[src/rtl/reversible_counter_ctrl_pkg.sv]
// Shared types for the reversible counter sequencer: run modes and FSM states.
package reversible_counter_ctrl_pkg;

  localparam int CNT_W = 4;

  // Run modes; the unused encoding 2'b11 behaves as one-shot.
  localparam logic [1:0] MODE_ONESHOT  = 2'b00;
  localparam logic [1:0] MODE_RELOAD   = 2'b01;
  localparam logic [1:0] MODE_PINGPONG = 2'b10;

  typedef enum logic [1:0] {
    IDLE = 2'd0,
    LOAD = 2'd1,
    RUN  = 2'd2,
    DONE = 2'd3
  } state_e;

endpackage

[src/rtl/reversible_counter_ctrl_if.sv]
// Bundle of experiment controls and counter connections around the sequencer.
interface reversible_counter_ctrl_if #(
  parameter int NPASS_W = 4
) ();
  import reversible_counter_ctrl_pkg::*;

  // experiment controls
  logic               start;
  logic               abort;
  logic               hold;
  logic [1:0]         mode;
  logic               dir_up;
  logic [CNT_W-1:0]   preset;
  logic [CNT_W-1:0]   target;
  logic [NPASS_W-1:0] npass;
  // counter side
  logic [CNT_W-1:0]   q;
  logic               ld_;
  logic               ct_;
  logic               u_;
  logic [CNT_W-1:0]   d;
  // status
  logic               busy;
  logic               done;
  logic [NPASS_W-1:0] passes;

  // Environment: switches, buttons and the counter's Q outputs.
  modport master (
    output start, abort, hold, mode, dir_up, preset, target, npass, q,
    input  ld_, ct_, u_, d, busy, done, passes
  );

  // Sequencer.
  modport slave (
    input  start, abort, hold, mode, dir_up, preset, target, npass, q,
    output ld_, ct_, u_, d, busy, done, passes
  );
endinterface

[src/rtl/reversible_counter_ctrl_pass_counter.sv]
// Saturating pass counter with synchronous clear and increment.
module pass_counter
  import reversible_counter_ctrl_pkg::*;
#(
  parameter int NPASS_W = 4
) (
  input  logic               clk,
  input  logic               rst_n,
  input  logic               clr,
  input  logic               inc,
  output logic [NPASS_W-1:0] count
);

  logic [NPASS_W-1:0] count_q, count_d;

  // Next count: clear wins, increment stops at all-ones.
  always_comb begin
    // NOTE: every always_comb output gets a default first so no path infers a latch.
    count_d = count_q;
    if (clr) begin
      count_d = '0;
    end else if (inc && (count_q != '1)) begin
      count_d = count_q + NPASS_W'(1);
    end
  end

  // Count register with synchronous active-low reset.
  always_ff @(posedge clk) begin
    // NOTE: sequential state uses non-blocking assignments so all flops update together.
    if (!rst_n) count_q <= '0;
    else        count_q <= count_d;
  end

  assign count = count_q;

endmodule

[src/rtl/reversible_counter_ctrl.sv]
// Sequencer for one 4-bit up/down loadable counter: loads the preset, enables
// counting until Q reaches the target, then finishes, reloads or reverses.
module reversible_counter_ctrl
  import reversible_counter_ctrl_pkg::*;
#(
  parameter int NPASS_W = 4
) (
  input  logic                     cp,
  input  logic                     cr_,
  reversible_counter_ctrl_if.slave bus
);

  state_e             state_q, state_d;
  logic [1:0]         mode_q, mode_d;
  logic               dir_q, dir_d;
  logic [CNT_W-1:0]   preset_q, preset_d;
  logic [CNT_W-1:0]   target_q, target_d;
  logic [NPASS_W-1:0] npass_q, npass_d;
  logic               ld_n_q, ld_n_d;
  logic               u_q, u_d;
  logic [CNT_W-1:0]   d_q, d_d;
  logic               busy_q, busy_d;
  logic               done_q, done_d;

  logic               pass_clr, pass_inc;
  logic [NPASS_W-1:0] passes;
  logic               hit;
  logic [NPASS_W:0]   pass_next, pass_limit;
  logic               last_pass;

  pass_counter #(.NPASS_W(NPASS_W)) u_pass_counter (
    .clk   (cp),
    .rst_n (cr_),
    .clr   (pass_clr),
    .inc   (pass_inc),
    .count (passes)
  );

  assign hit        = (bus.q == target_q);
  // One bit wider so the compare is exact even when passes is at all-ones.
  assign pass_next  = {1'b0, passes} + (NPASS_W+1)'(1);
  assign pass_limit = (npass_q == '0) ? (NPASS_W+1)'(1) : {1'b0, npass_q};
  assign last_pass  = (pass_next >= pass_limit);

  // Next-state, working-register and registered-output decode.
  always_comb begin
    state_d  = state_q;
    mode_d   = mode_q;
    dir_d    = dir_q;
    preset_d = preset_q;
    target_d = target_q;
    npass_d  = npass_q;
    pass_clr = 1'b0;
    pass_inc = 1'b0;

    unique case (state_q)
      IDLE: begin
        if (bus.start) begin
          mode_d   = bus.mode;
          dir_d    = bus.dir_up;
          preset_d = bus.preset;
          target_d = bus.target;
          npass_d  = bus.npass;
          pass_clr = 1'b1;
          state_d  = LOAD;
        end
      end
      LOAD: state_d = bus.abort ? IDLE : RUN;
      RUN: begin
        if (bus.abort) begin
          state_d = IDLE;
        end else if (hit) begin
          pass_inc = 1'b1;
          case (mode_q)
            MODE_RELOAD: state_d = last_pass ? DONE : LOAD;
            MODE_PINGPONG: begin
              if (last_pass) begin
                state_d = DONE;
              end else begin
                preset_d = target_q;
                target_d = preset_q;
                dir_d    = ~dir_q;
              end
            end
            default: state_d = DONE;
          endcase
        end
      end
      DONE: state_d = IDLE;
      default: state_d = IDLE;
    endcase

    // Outputs are registered from the next state so they align with it.
    ld_n_d = (state_d != LOAD);
    d_d    = (state_d == LOAD) ? preset_d : d_q;
    u_d    = ((state_d == LOAD) || (state_d == RUN)) ? dir_d : u_q;
    busy_d = (state_d == LOAD) || (state_d == RUN);
    done_d = (state_d == DONE);
  end

  // State, working registers and registered outputs.
  always_ff @(posedge cp) begin
    if (!cr_) begin
      state_q  <= IDLE;
      mode_q   <= '0;
      dir_q    <= 1'b0;
      preset_q <= '0;
      target_q <= '0;
      npass_q  <= '0;
      ld_n_q   <= 1'b1;
      u_q      <= 1'b1;
      d_q      <= '0;
      busy_q   <= 1'b0;
      done_q   <= 1'b0;
    end else begin
      state_q  <= state_d;
      mode_q   <= mode_d;
      dir_q    <= dir_d;
      preset_q <= preset_d;
      target_q <= target_d;
      npass_q  <= npass_d;
      ld_n_q   <= ld_n_d;
      u_q      <= u_d;
      d_q      <= d_d;
      busy_q   <= busy_d;
      done_q   <= done_d;
    end
  end

  // Count enable is decoded combinationally so the counter never steps past
  // the target; abort and reset also freeze Q in their own cycle.
  assign bus.ct_ = ~((state_q == RUN) && cr_ && !bus.abort && !bus.hold && !hit);

  assign bus.ld_    = ld_n_q;
  assign bus.u_     = u_q;
  assign bus.d      = d_q;
  assign bus.busy   = busy_q;
  assign bus.done   = done_q;
  assign bus.passes = passes;

endmodule

[src/flat_wrapper.sv]
// flat-port wrapper written by rule: the top's interface ports become plain ports
module reversible_counter_ctrl_flat import reversible_counter_ctrl_pkg::*;
#(
  parameter int NPASS_W = 4
)
  (cp, cr_, bus_start, bus_abort, bus_hold, bus_mode, bus_dir_up, bus_preset, bus_target, bus_npass, bus_q, bus_ld_, bus_ct_, bus_u_, bus_d, bus_busy, bus_done, bus_passes);
  reversible_counter_ctrl_if #(.NPASS_W(NPASS_W)) bus_i ();
  input  logic cp;
  input  logic cr_;
  input wire logic [$bits(bus_i.start)-1:0] bus_start;
  input wire logic [$bits(bus_i.abort)-1:0] bus_abort;
  input wire logic [$bits(bus_i.hold)-1:0] bus_hold;
  input wire logic [$bits(bus_i.mode)-1:0] bus_mode;
  input wire logic [$bits(bus_i.dir_up)-1:0] bus_dir_up;
  input wire logic [$bits(bus_i.preset)-1:0] bus_preset;
  input wire logic [$bits(bus_i.target)-1:0] bus_target;
  input wire logic [$bits(bus_i.npass)-1:0] bus_npass;
  input wire logic [$bits(bus_i.q)-1:0] bus_q;
  output wire logic [$bits(bus_i.ld_)-1:0] bus_ld_;
  output wire logic [$bits(bus_i.ct_)-1:0] bus_ct_;
  output wire logic [$bits(bus_i.u_)-1:0] bus_u_;
  output wire logic [$bits(bus_i.d)-1:0] bus_d;
  output wire logic [$bits(bus_i.busy)-1:0] bus_busy;
  output wire logic [$bits(bus_i.done)-1:0] bus_done;
  output wire logic [$bits(bus_i.passes)-1:0] bus_passes;
  assign bus_i.start = bus_start;
  assign bus_i.abort = bus_abort;
  assign bus_i.hold = bus_hold;
  assign bus_i.mode = bus_mode;
  assign bus_i.dir_up = bus_dir_up;
  assign bus_i.preset = bus_preset;
  assign bus_i.target = bus_target;
  assign bus_i.npass = bus_npass;
  assign bus_i.q = bus_q;
  assign bus_ld_ = bus_i.ld_;
  assign bus_ct_ = bus_i.ct_;
  assign bus_u_ = bus_i.u_;
  assign bus_d = bus_i.d;
  assign bus_busy = bus_i.busy;
  assign bus_done = bus_i.done;
  assign bus_passes = bus_i.passes;
  reversible_counter_ctrl #(.NPASS_W(NPASS_W)) u_core (.cp(cp), .cr_(cr_), .bus(bus_i));
endmodule
[config.mk]
export PLATFORM = sky130hd
export DESIGN_NAME = reversible_counter_ctrl_flat
export DESIGN_NICKNAME = d
export VERILOG_FILES = /design/src/rtl/reversible_counter_ctrl_pkg.sv /design/src/rtl/reversible_counter_ctrl_if.sv /design/src/rtl/reversible_counter_ctrl_pass_counter.sv /design/src/rtl/reversible_counter_ctrl.sv /design/src/flat_wrapper.sv
export SDC_FILE = /design/constraint.sdc
export NUM_CORES = 1
export LEC_CHECK = 0
export CAP_MARGIN = 15
export CORE_MARGIN = 4
export CORE_UTILIZATION = 63
export DETAILED_ROUTE_END_ITERATION = 10
export DONT_BUFFER_PORTS = 1
export GPL_TIMING_DRIVEN = 1
export PLACE_DENSITY = 0.83
export SYNTH_ARGS = -nofsm -noshare
export SYNTH_HDL_FRONTEND = slang
export SYNTH_SLANG_ARGS = --single-unit
export TNS_END_PERCENT = 1
[constraint.sdc]
create_clock -name cp -period 3.9 [get_ports cp]
set_clock_uncertainty 0.05 [all_clocks]
set_input_delay 0 -clock cp [delete_from_list [all_inputs] [get_ports cp]]
set_output_delay 0 -clock cp [all_outputs]
set_load 0.03 [all_outputs]
==> summary.txt <==
=================================================================================
Run status                                                           complete, no violations
Critical path's most frequent cell                                   sky130_fd_sc_hd__ha_1
Clock root buffer master                                             sky130_fd_sc_hd__clkbuf_4
Final cell count without fillers                                              210
Initial standard-cell utilization of the core                              68.50%
Total area of sequential cells                                        580.6 sq um
Maximum operating frequency                                             321.5 MHz
Number of DRC violations after detailed routing                                 0
Die Outline Area                                                       3334 sq um
Count of placed standard cells including taps                                 190
Relative slew slack                                                        59.32%
Netlist Area Pre-Place                                                 1559 sq um
Accumulated negative setup slack                                             0 ns
Count of antenna-violating nets left after detailed routing                     0
Ranking of synthesized cells by instance count                       sky130_fd_sc_hd__nor2_1 (31), sky130_fd_sc_hd__dfxtp_1 (29), sky130_fd_sc_hd__mux2i_1 (10), sky130_fd_sc_hd__nand2_1 (9), sky130_fd_sc_hd__inv_1 (8)
Cells after synthesis                                                         167
Top-count cell post-synth                                            sky130_fd_sc_hd__nor2_1
Share of cells above drive strength 1                                      10.99%
Period utilization                                                         79.75%
Worst R2R Start                                                      u_core.u_pass_counter.count[0]$_SDFFE_PP0P_
Critical Path Fanout Max                                                        6
Worst min-delay path category                                        primary input to flip-flop
Half-perimeter wire length of the detailed placement result               2468 um
Unrepaired setup endpoints after global routing                             false
IO Port Bufs                                                                    0
Clock sink count                                                               29
All-Layer GR Usage                                                         23.30%
Top cells by area in the synthesized netlist                         sky130_fd_sc_hd__dfxtp_1 (37%), sky130_fd_sc_hd__nor2_1 (7.5%), sky130_fd_sc_hd__mux2i_1 (6.4%)
Post-synth EDFFs                                                                0
Post-Synthesis Net Count                                                      198
Synthesis-to-layout area growth                                            11.64%
Worst setup path category                                            flip-flop to flip-flop
I/O pins                                                                       37
Critical path cell sequence                                          ha_1, xor2_1, ha_1, o21ai_0, o2111ai_4, a21o_1, a221o_1, mux2i_1, nor2_1
Worst hold path endpoint                                             u_core.bus.ld_$_SDFF_PN1_
Register bit count reported by yosys                                           29
Critical path required time                                               4.06 ns
Min Tclk post-route                                                      3.110 ns
Filler cells                                                                  158
Worst slew pin tran                                                     0.6055 ns
Final number of setup-violating endpoints                                       0
Die Width                                                                57.75 um
Maximum number of pins on one net before global-route repair                   16
Mean area per synthesized cell                                        9.335 sq um
Total core area                                                        2276 sq um
Die height                                                               57.75 um
Number of antenna violations at the first check in global routing               0
Multi-input gate area in the final layout                             902.1 sq um
Vias/cell                                                                   6.024
Final hold violation count                                                      0
CP max stage delay                                                        0.61 ns
First-pass iteration count of the detailed router                               4
Count of antenna diodes in the layout                                           0
Number of levels the H-tree was split into                                      2
Total setup buffers inserted after CTS                                          0
Number of unique standard cell types used by synthesis                         43
Final net count                                                               213
Global-route wire length before repair                                    5954 um
Cts bufs inserted                                                               5
CP max-delay cell                                                    sky130_fd_sc_hd__dfxtp_1
Mean routed wirelength per cell                                          17.13 um
FFs w/ async S/R, synth                                                        0%
Vias in the first global route                                               1278
TritonCTS clock tree                                                        built
Portion of the post-synthesis area used by sequential elements             37.24%
Worst-skew pair later-pin latency                                         0.34 ns
Hold path cells                                                                 3
Library cell occupying the most area in the post-synthesis netlist   sky130_fd_sc_hd__dfxtp_1
Total routed wirelength                                                   3597 um
Worst Setup End Kind                                                    flip-flop
Yosys top cell area share                                                  37.24%
Gr ovfl total                                                                   0
Combined buffer and inverter count along the critical path                      0
Crit Reg-Reg Endpoint                                                u_core.bus.d[1]$_SDFFE_PN0N_
Worst VDD drop                                                          0.3534 mV
Number of pins with negative max-slew slack in the final report                 0
Total leakage power                                                     0.7074 nW
Clk slew on worst S/H paths                                               0.10 ns
Arrival time at the worst endpoint                                        3.28 ns
Cell count of the worst reg-to-reg path                                         9
Max capacitance violation total                                                 0
Synth warnings                                                                  0
Number of DRC violations after detailed-routing iteration 0                    71
Category of the worst setup path launch point                           flip-flop
Dominant register cell in the synthesized netlist                    sky130_fd_sc_hd__dfxtp_1
Routability congestion estimate from global placement                      0.8298
Minimum setup slack among reg-to-reg paths                                0.79 ns
Number of vias after detailed routing                                        1265
Number of rows created at floorplan                                            17
Launch point of the worst hold path                                     bus_abort
Power per standard cell area                                         371.3 nW/um^2
CP delay by family, top                                              compound AO/OA/AOI/OAI gates
Buffer depth of the longest clock path                                          2
=================================================================================
[worst register-to-register path, cell delays in order, from the launching register on]
cell                        delay, ns
sky130_fd_sc_hd__dfxtp_1         0.61
sky130_fd_sc_hd__ha_1            0.39
sky130_fd_sc_hd__xor2_1          0.19
sky130_fd_sc_hd__ha_1            0.25
sky130_fd_sc_hd__o21ai_0         0.44
sky130_fd_sc_hd__o2111ai_4       0.20
sky130_fd_sc_hd__a21o_1          0.26
sky130_fd_sc_hd__a221o_1         0.38
sky130_fd_sc_hd__mux2i_1         0.18
sky130_fd_sc_hd__nor2_1          0.05
[registers in the layout, summed over array words and instances (netlist names)]
| register | cells |
|---|---|
| u_core.target_q | 4 |
| u_core.dir_q | 1 |
| u_core.state_q | 2 |
| u_core.preset_q | 4 |
| u_core.npass_q | 4 |
| u_core.bus.ld_ | 1 |
| u_core.mode_q | 2 |
| u_core.bus.done | 1 |
| u_core.bus.busy | 1 |
| u_core.u_pass_counter.count | 4 |
| u_core.bus.d | 4 |
| u_core.bus.u_ | 1 |
[per-layer routing]
layer / part of all wire [%] / GRT usage [%]
met5: 0 / 0
met2: 47 / 37.58
met1: 41 / 27.16
met4: 2.4 / 11.59
met3: 9.3 / 8.463
[report_power, final]
group	switching, mW	internal (mW)	leakage (nW)
logic	0.0567	0.0552	0.438
registers	0.0289	0.315	0.238
clock network	0.105	0.0849	0.0314
[logic make-up (layout without fill, tap and decap cells)]
kind of cell             Yosys count  after routing  synth area share (%)
XOR/XNOR                           8              8                 4.495
multiplexers                      10             10                 6.421
buffers and inverters             14             29                 4.896
AO/OA/AOI/OAI                     35             35                 20.95
AND/OR/NAND/NOR                   64             64                 20.39
flip-flops                        29             29                 37.24
adder cells (fa/ha/maj)            7              7                 5.618
[layout make-up]
type | instances | share of cell area, %
sequential | 29 | 33.36
multi-input combinational | 124 | 51.83
timing repair buffer | 14 | 7.908
tap | 28 | 2.013
clock buffer | 7 | 3.163
inverter | 8 | 1.725
[metrics by stage]
stage	cell area (sq um)	utilization (%)	worst slack (ns)	power, mW	hold slack [ns]
after floorplan	1559	-	1.109	0.4322	0.08864
after global placement	1555	68.33	0.9779	0.4428	0.01746
after detailed placement	1555	68.33	0.8796	0.4473	0.03652
after CTS	1740	76.47	0.8191	0.6443	0.006424
after global routing	1740	76.47	0.5989	0.6780	0.02658
final	1740	76.47	0.7897	0.6462	0.009163
[repair_timing]
item,in CTS,in global routing
gates resized for setup,0,0
hold buffers,13,0
hold endpoints to repair,29,0
[how the worst max path moves through the flow]
| stage | cells after the start | end | from |
|---|---|---|---|
| 2_1_floorplan | 9 | u_core.bus.d[0]$_SDFFE_PN0N_ | u_core.u_pass_counter.count[0]$_SDFFE_PP0P_ |
| 3_3_place_gp | 9 | u_core.bus.d[1]$_SDFFE_PN0N_ | u_core.u_pass_counter.count[0]$_SDFFE_PP0P_ |
| 3_5_place_dp | 9 | u_core.bus.d[2]$_SDFFE_PN0N_ | u_core.u_pass_counter.count[0]$_SDFFE_PP0P_ |
| 4_1_cts | 9 | u_core.bus.d[1]$_SDFFE_PN0N_ | u_core.u_pass_counter.count[0]$_SDFFE_PP0P_ |
| 5_1_grt | 9 | u_core.bus.d[1]$_SDFFE_PN0N_ | u_core.u_pass_counter.count[0]$_SDFFE_PP0P_ |
| 6_report | 9 | u_core.bus.d[1]$_SDFFE_PN0N_ | u_core.u_pass_counter.count[0]$_SDFFE_PP0P_ |
[placed cells by master (no fill, tap or decap), drive strengths merged, types with 2 or more instances in the layout]
cell         synthesis  final
nand2                9      9
nor3                 3      3
dfxtp               29     29
nand3                3      3
xnor2                6      6
a211oi               6      6
and2                 7      7
a221o                4      4
clkbuf               2      7
a22oi                5      5
nor2                32     32
ha                   7      7
xor2                 2      2
dlygate4sd3          0     13
a31oi                2      2
mux2i               10     10
o21ai                2      2
a21oi                8      8
inv                  8      8
nand2b               4      4
a31o                 2      2
Power figures use the tool's default switching activity.
